File: config.mk
export PLATFORM = sky130hd
export DESIGN_NAME = corefifo_wr_ptr_gen_flat
export DESIGN_NICKNAME = d
export VERILOG_FILES = /design/src/rtl/corefifo_wr_ptr_gen_if.sv /design/src/rtl/corefifo_wr_ptr_gen.sv /design/src/flat_wrapper.sv
export SDC_FILE = /design/constraint.sdc
export NUM_CORES = 1
export LEC_CHECK = 0
export CAP_MARGIN = 5
export CORE_MARGIN = 2
export CORE_UTILIZATION = 35
export DETAILED_ROUTE_END_ITERATION = 8
export PLACE_DENSITY = 0.76
export SLEW_MARGIN = 20
export SYNTH_ARGS = -nofsm -noshare
export SYNTH_HDL_FRONTEND = slang
export SYNTH_SLANG_ARGS = --single-unit
File: constraint.sdc
create_clock -name clk -period 2.05 [get_ports clk]
set_input_delay 0.3075 -clock clk [delete_from_list [all_inputs] [get_ports clk]]
set_output_delay 0.3075 -clock clk [all_outputs]
set_load 0.01 [all_outputs]
File: src/rtl/corefifo_wr_ptr_gen_if.sv
// Write-side handshake bundle for corefifo_wr_ptr_gen.
// The master drives the write request and synchronized read pointer; the slave returns the pointers and flags.
interface corefifo_wr_ptr_gen_if #(
  parameter int ADDRWIDTH = 3
);
  logic                 wr_en;
  logic [ADDRWIDTH:0]   rd_ptr_gray_sync;
  logic [ADDRWIDTH-1:0] wr_addr;
  logic [ADDRWIDTH:0]   wr_ptr_bin;
  logic [ADDRWIDTH:0]   wr_ptr_gray;
  logic                 full;
  logic                 wr_ack;
  logic                 overflow;
  logic                 almost_full;

  modport master (
    output wr_en, rd_ptr_gray_sync,
    input  wr_addr, wr_ptr_bin, wr_ptr_gray, full, wr_ack, overflow, almost_full
  );

  modport slave (
    input  wr_en, rd_ptr_gray_sync,
    output wr_addr, wr_ptr_bin, wr_ptr_gray, full, wr_ack, overflow, almost_full
  );
endinterface

File: src/rtl/corefifo_wr_ptr_gen.sv
// COREFIFO write-side pointer generator: binary/Gray write pointer, full, ack and overflow.
// Define CFIFO_AFULL_EN to build the almost-full level comparator; otherwise almost_full is tied low.
module corefifo_wr_ptr_gen #(
  parameter int ADDRWIDTH    = 3,
  parameter int AFULL_THRESH = 6
) (
  input logic                      clk,
  input logic                      rst,
  corefifo_wr_ptr_gen_if.slave     wif
);
  localparam int PW = ADDRWIDTH + 1;

  logic [PW-1:0] bin_q;
  logic [PW-1:0] gray_q;
  logic          full_q;
  logic          ack_q;
  logic          ovf_q;

  logic          accept;
  logic [PW-1:0] bin_next;
  logic [PW-1:0] gray_next;
  logic [PW-1:0] full_match;

  // Full when the next write pointer has lapped the reader: top two Gray bits inverted, rest equal.
  always_comb begin
    accept     = wif.wr_en & ~full_q;
    bin_next   = bin_q + PW'(accept);
    gray_next  = bin_next ^ (bin_next >> 1);
    full_match = {~wif.rd_ptr_gray_sync[PW-1:PW-2], wif.rd_ptr_gray_sync[PW-3:0]};
  end

  always_ff @(posedge clk) begin
    if (rst) begin
      bin_q  <= '0;
      gray_q <= '0;
      full_q <= 1'b0;
      ack_q  <= 1'b0;
      ovf_q  <= 1'b0;
    end else begin
      bin_q  <= bin_next;
      gray_q <= gray_next;
      full_q <= (gray_next == full_match);
      ack_q  <= accept;
      ovf_q  <= wif.wr_en & full_q;
    end
  end

`ifdef CFIFO_AFULL_EN
  logic [PW-1:0] rd_bin;
  logic [PW-1:0] level;
  logic          afull_q;

  // Each binary bit is the XOR of all Gray bits at or above it.
  always_comb begin
    rd_bin = '0;
    for (int i = 0; i < PW; i++) begin
      rd_bin[i] = ^(wif.rd_ptr_gray_sync >> i);
    end
    level = bin_next - rd_bin;
  end

  always_ff @(posedge clk) begin
    if (rst) begin
      afull_q <= 1'b0;
    end else begin
      afull_q <= (level >= PW'(AFULL_THRESH));
    end
  end

  assign wif.almost_full = afull_q;
`else
  assign wif.almost_full = 1'b0;
`endif

  assign wif.wr_addr     = bin_q[ADDRWIDTH-1:0];
  assign wif.wr_ptr_bin  = bin_q;
  assign wif.wr_ptr_gray = gray_q;
  assign wif.full        = full_q;
  assign wif.wr_ack      = ack_q;
  assign wif.overflow    = ovf_q;
endmodule

File: src/flat_wrapper.sv
// flat-port wrapper written by rule: the top's interface ports become plain ports
module corefifo_wr_ptr_gen_flat 
#(
  parameter int ADDRWIDTH    = 3,
  parameter int AFULL_THRESH = 6
)
  (clk, rst, wif_wr_en, wif_rd_ptr_gray_sync, wif_wr_addr, wif_wr_ptr_bin, wif_wr_ptr_gray, wif_full, wif_wr_ack, wif_overflow, wif_almost_full);
  corefifo_wr_ptr_gen_if #(.ADDRWIDTH(ADDRWIDTH)) wif_i ();
  input logic clk;
  input logic rst;
  input wire logic [$bits(wif_i.wr_en)-1:0] wif_wr_en;
  input wire logic [$bits(wif_i.rd_ptr_gray_sync)-1:0] wif_rd_ptr_gray_sync;
  output wire logic [$bits(wif_i.wr_addr)-1:0] wif_wr_addr;
  output wire logic [$bits(wif_i.wr_ptr_bin)-1:0] wif_wr_ptr_bin;
  output wire logic [$bits(wif_i.wr_ptr_gray)-1:0] wif_wr_ptr_gray;
  output wire logic [$bits(wif_i.full)-1:0] wif_full;
  output wire logic [$bits(wif_i.wr_ack)-1:0] wif_wr_ack;
  output wire logic [$bits(wif_i.overflow)-1:0] wif_overflow;
  output wire logic [$bits(wif_i.almost_full)-1:0] wif_almost_full;
  assign wif_i.wr_en = wif_wr_en;
  assign wif_i.rd_ptr_gray_sync = wif_rd_ptr_gray_sync;
  assign wif_wr_addr = wif_i.wr_addr;
  assign wif_wr_ptr_bin = wif_i.wr_ptr_bin;
  assign wif_wr_ptr_gray = wif_i.wr_ptr_gray;
  assign wif_full = wif_i.full;
  assign wif_wr_ack = wif_i.wr_ack;
  assign wif_overflow = wif_i.overflow;
  assign wif_almost_full = wif_i.almost_full;
  corefifo_wr_ptr_gen #(.ADDRWIDTH(ADDRWIDTH), .AFULL_THRESH(AFULL_THRESH)) u_core (.clk(clk), .rst(rst), .wif(wif_i));
endmodule
Yosys cells after proc, flatten, opt, wreduce, memory -nomap -nowiden
Index checks and enable logic that the tools add are counted.
{"block": "word_totals", "register_bits": 11, "input_bits": 7, "out_inout_bits": 15, "word_cells": 12}
{"block": "classes", "add_sub_neg": 1, "n_eq_ne": 1, "bitwise": 5}
{"cell": "4-bit by 1-bit adder with 4-bit output", "count": 1}
{"cell": "4-bit equality test", "count": 1}
{"cell": "4-bit by 3-bit XOR with 4-bit output", "count": 1}
{"cell": "1-bit bitwise AND", "count": 2}
{"cell": "2-bit inverter", "count": 1}
{"cell": "1-bit inverter", "count": 1}

Logic depth before layout (Yosys ltp)
{"block": "logic_depth", "ltp_word": 5, "mapped_depth": 6, "mapped_depth_nobuf": 6}

Worst setup path after synthesis
No wires, ideal clock.
{"block": "synth_timing", "kind": "flip-flop to flip-flop", "start": "register u_core.full_q, in the netlist u_core.wif.full", "end": "register u_core.full_q, in the netlist u_core.wif.full", "setup_time_ps": 116, "t_arrival_ps": 1675, "required_time_ps": 1934, "slack_ps": 259, "stages_incl_launch_ff": 7, "period_less_slack_ps": 1791, "path_cell_list": "dfxtp_1 nor2b_1 ha_1 ha_1 xnor3_1 xor2_1 and4_1"}
{"block": "synth_between", "elab_chain_len": 5}
{"element": "start, declared", "line_no": "corefifo_wr_ptr_gen.sv:15", "text": "logic full_q;"}
{"element": "start signal, assigned", "line_no": "corefifo_wr_ptr_gen.sv:42", "text": "full_q <= (gray_next == full_match);"}
{"element": "1-bit inverter", "line_no": "corefifo_wr_ptr_gen.sv:26", "text": "accept = wif.wr_en & ~full_q;"}
{"element": "1-bit bitwise AND", "line_no": "corefifo_wr_ptr_gen.sv:26"}
{"element": "named net u_core.accept", "line_no": "corefifo_wr_ptr_gen.sv:19", "text": "logic accept;"}
{"element": "4-bit by 1-bit adder with 4-bit output", "line_no": "corefifo_wr_ptr_gen.sv:27", "text": "bin_next = bin_q + PW'(accept);"}
{"element": "named net u_core.bin_next[1]", "line_no": "corefifo_wr_ptr_gen.sv:20", "text": "logic [PW-1:0] bin_next;"}
{"element": "4-bit by 3-bit XOR with 4-bit output", "line_no": "corefifo_wr_ptr_gen.sv:28", "text": "gray_next = bin_next ^ (bin_next >> 1);"}
{"element": "4-bit equality test", "line_no": "corefifo_wr_ptr_gen.sv:42"}
The timed path passes the listed nets, and every way through them passes these cells.
A chain may end at the register's enable or synchronous reset.

Worst setup path in the final report
{"block": "layout_timing", "start": "input port wif_wr_en", "end": "register u_core.full_q, in the netlist u_core.wif.full"}
{"block": "layout_between", "elab_chain_len": 4}
{"element": "start, declared", "line_no": "flat_wrapper.sv:11", "text": "input wire logic [$bits(wif_i.wr_en)-1:0] wif_wr_en;"}
{"element": "1-bit bitwise AND", "line_no": "corefifo_wr_ptr_gen.sv:26"}
{"element": "named net u_core.accept", "line_no": "corefifo_wr_ptr_gen.sv:19"}
{"element": "4-bit by 1-bit adder with 4-bit output", "line_no": "corefifo_wr_ptr_gen.sv:27"}
{"element": "named net u_core.bin_next[1]", "line_no": "corefifo_wr_ptr_gen.sv:20"}
{"element": "4-bit by 3-bit XOR with 4-bit output", "line_no": "corefifo_wr_ptr_gen.sv:28"}
{"element": "4-bit equality test", "line_no": "corefifo_wr_ptr_gen.sv:42"}
The timed path passes the listed nets, and every way through them passes these cells.

==> impl_metrics.ini <==
[status]
status = completed

[floorplan]
die_w_um = 41.53
die_area_um2 = 1725
ios = 22
num_rows = 13
die_y_um = 41.53
core-area_um2 = 1301
start_util = 0.3788

[worst_setup_path]
worstPathArrival_ns = 2.14
slowest_delay_ns = 0.43
r2r-start = u_core.wif.full
crit_slowest_cell = clkdlybuf4s50_1
crit_cells = 7
ff2ff_setup_slack_ns = 0.23
r2r_end = u_core.wif.full
path_class = primary input to register
start_kind = primary input
rr_worst_depth = 6
path_buf_inv = 1
critical_path.endpoint_type = register
required_ns = 2.21
crit_chain = clkdlybuf4s50_1 -> nor2b_1 -> ha_1 -> ha_2 -> xnor3_1 -> xor2_1 -> and4_1
path_max_fanout = 4
worst_path_dominant_cell_family = adder cells

[min_path]
hold_depth = 1
worstHoldStart = u_core.wif.full
min_to = u_core.wif.wr_ack
hold_path_class = register to register

[clock_network]
post-cts-setup-buffer-count = 0
cts_max_path_buffers = 2
htreeDepth = 1
cts_hold_buffers = 0
cts-root-buf = clkbuf_4
clock_latency_ns = 0.27
clock-sinks = 10
clk_pin_slew_worst_paths_ns = 0.06
cts_tree = built
cts_buffers = 3

[power]
p_sw_frac = 0.2324
p_per_area_nw_per_um2 = 728.9
combPwrFrac = 0.264
p_int_mw = 0.4095
sequentialPowerShare = 0.409
p_total_mw = 0.5335
p_switching_mw = 0.1240
irDropWorstVdd_mv = 0.5550
clockPowerShare = 0.327
leakagePower_nw = 0.3111

[global_route]
grt_max_degree = 11
grtUsageTotal = 0.1042
grt_pass1_vias = 329
antenna_found_initial = 0
grt-ovfl-total = 0
grt_pass1_wl_um = 1324

[placement]
place_ws_ns = -0.2016
gp_congestion = 0.6449
place_area_um2 = 693.2
io_buffer_count = 20

[yosys]
yosysSeqAreaShare = 0.4061
synth_area_um2 = 493.0
synth_top_area_share = 0.4061
yosys.area.top_type = dfxtp_1
synthDistinctLibCells = 16
synthTopCellsByArea = dfxtp_1, xor3_1, buf_4
synth_seq_cells = 10
ys_warn_count = 0
synthCells = 44
syn_area_per_cell_um2 = 11.20
syn_nets = 53

[finish]
regArea_um2 = 200.2
multi_input_area_um2 = 254.0
antenna_cells = 0
syn_to_final_growth_pct = 48.48
num-nets-final = 75
drive_gt1_frac = 0.1385
layout.cells.most_common = clkdlybuf4s50_1
stdcell_area_um2 = 732.0
filler_cell_count = 120
final_cell_mix = clkdlybuf4s50_1, dfxtp_1, nor2_1

[sta]
setup_viol = 0
fmax_mhz = 505.8
hold_viol_final = 0
min_period_ns = 1.977
slew_violations = 0
tns_ns = 0
rsz0062_at_grt = false
fin_crit_sh = 0.9644
finalWorstSetupSlack_ns = 0.07290
finalClockSkew_ns = 0.003379

[routing]
post_drt_wl_per_cell_um = 10.15
drt_iter0_drc = 1
vias = 353
viasPerCell = 4.413
drc = 0
drtPass1Iterations = 3
wirelength_um = 812
postRouteAntennaNets = 0

[flow_run]
cap_violations = 0
-- worst max path at each step --
| stage | start | end | slack (ns) |
|---|---|---|---|
| after floorplan | u_core.wif.full | u_core.wif.full | 0.26 |
| after global placement | wif_wr_en | u_core.wif.full | -0.16 |
| after detailed placement | wif_wr_en | u_core.wif.full | -0.20 |
| after CTS | wif_wr_en | u_core.wif.full | 0.05 |
| after global routing | wif_wr_en | u_core.wif.full | 0.001 |
| final | wif_wr_en | u_core.wif.full | 0.07 |
-- flip-flops by register name (all words and copies together), names as in the netlist --
register                count
u_core.wif.wr_ack           1
u_core.wif.full             1
u_core.wif.wr_ptr_bin       3
u_core.wif.wr_ptr_gray      4
u_core.wif.overflow         1
-- routing by layer --
layer,up-vias,global-route usage,share of wire
met3,2,0.06957,0.10
li1,177,-,-
met2,17,0.1781,0.52
met5,-,0,0
met1,157,0.09756,0.36
met4,0,0.03871,0.012
-- worst register-to-register path: stages, from the launching register on --
cell,delay (ns)
dfxtp_1,0.38
nor2b_1,0.07
ha_1,0.19
ha_2,0.38
xnor3_1,0.35
xor2_1,0.15
and4_1,0.18
-- power by group through the flow --
stage / clock [mW] / sequential (mW) / combinational, mW
floorplan: 0 / 0.229 / 0.0803
finish: 0.174 / 0.218 / 0.141
detailed placement: 0 / 0.223 / 0.140
global placement: 0 / 0.222 / 0.138
CTS: 0.184 / 0.218 / 0.142
global route: 0.192 / 0.220 / 0.151
-- synthesized netlist by cell type (all sizes together) --
cell     n
nor2     6
xor3     2
xor2     4
nor3b    1
nand3    1
ha       2
clkbuf   1
xnor2    4
conb     1
and3b    1
nor2b    3
a21boi   1
xnor3    1
dfxtp   10
buf      5
and4     1
-- area by class of cell --
class	instances	share of cell area
multi-input cells	28	0.3470
repair buffers	23	0.3043
flip-flops and latches	10	0.2735
clock buffers	4	0.04957
well taps	15	0.02564
-- logic make-up (layout without fill, tap and decap cells) --
kind of cell | count (synthesis) | after routing | share of synthesized area
fa+ha+maj | 2 | 2 | 0.05075
buf+inv | 6 | 27 | 0.08376
compound gates | 1 | 1 | 0.02284
xor+xnor | 11 | 11 | 0.2843
other cells | 1 | 1 | 0.007607
flops | 10 | 10 | 0.4061
simple gates | 13 | 13 | 0.1447
-- timing repair --
| item | in CTS | in global routing |
|---|---|---|
| resized for setup | 0 | 1 |
| endpoints found under the hold margin | 0 | 0 |
| setup endpoints to repair | 0 | 1 |
-- per-stage QoR --
stage	hold WS [ns]	std cells	utilization
after CTS	0.5084	80	0.5606
after global placement	0.4601	76	0.5327
after global routing	0.5408	80	0.5625
after detailed placement	0.4972	76	0.5327
after floorplan	0.4715	44	-
final	0.4956	80	0.5625
Note: power is estimated with default switching activity, not from simulation.
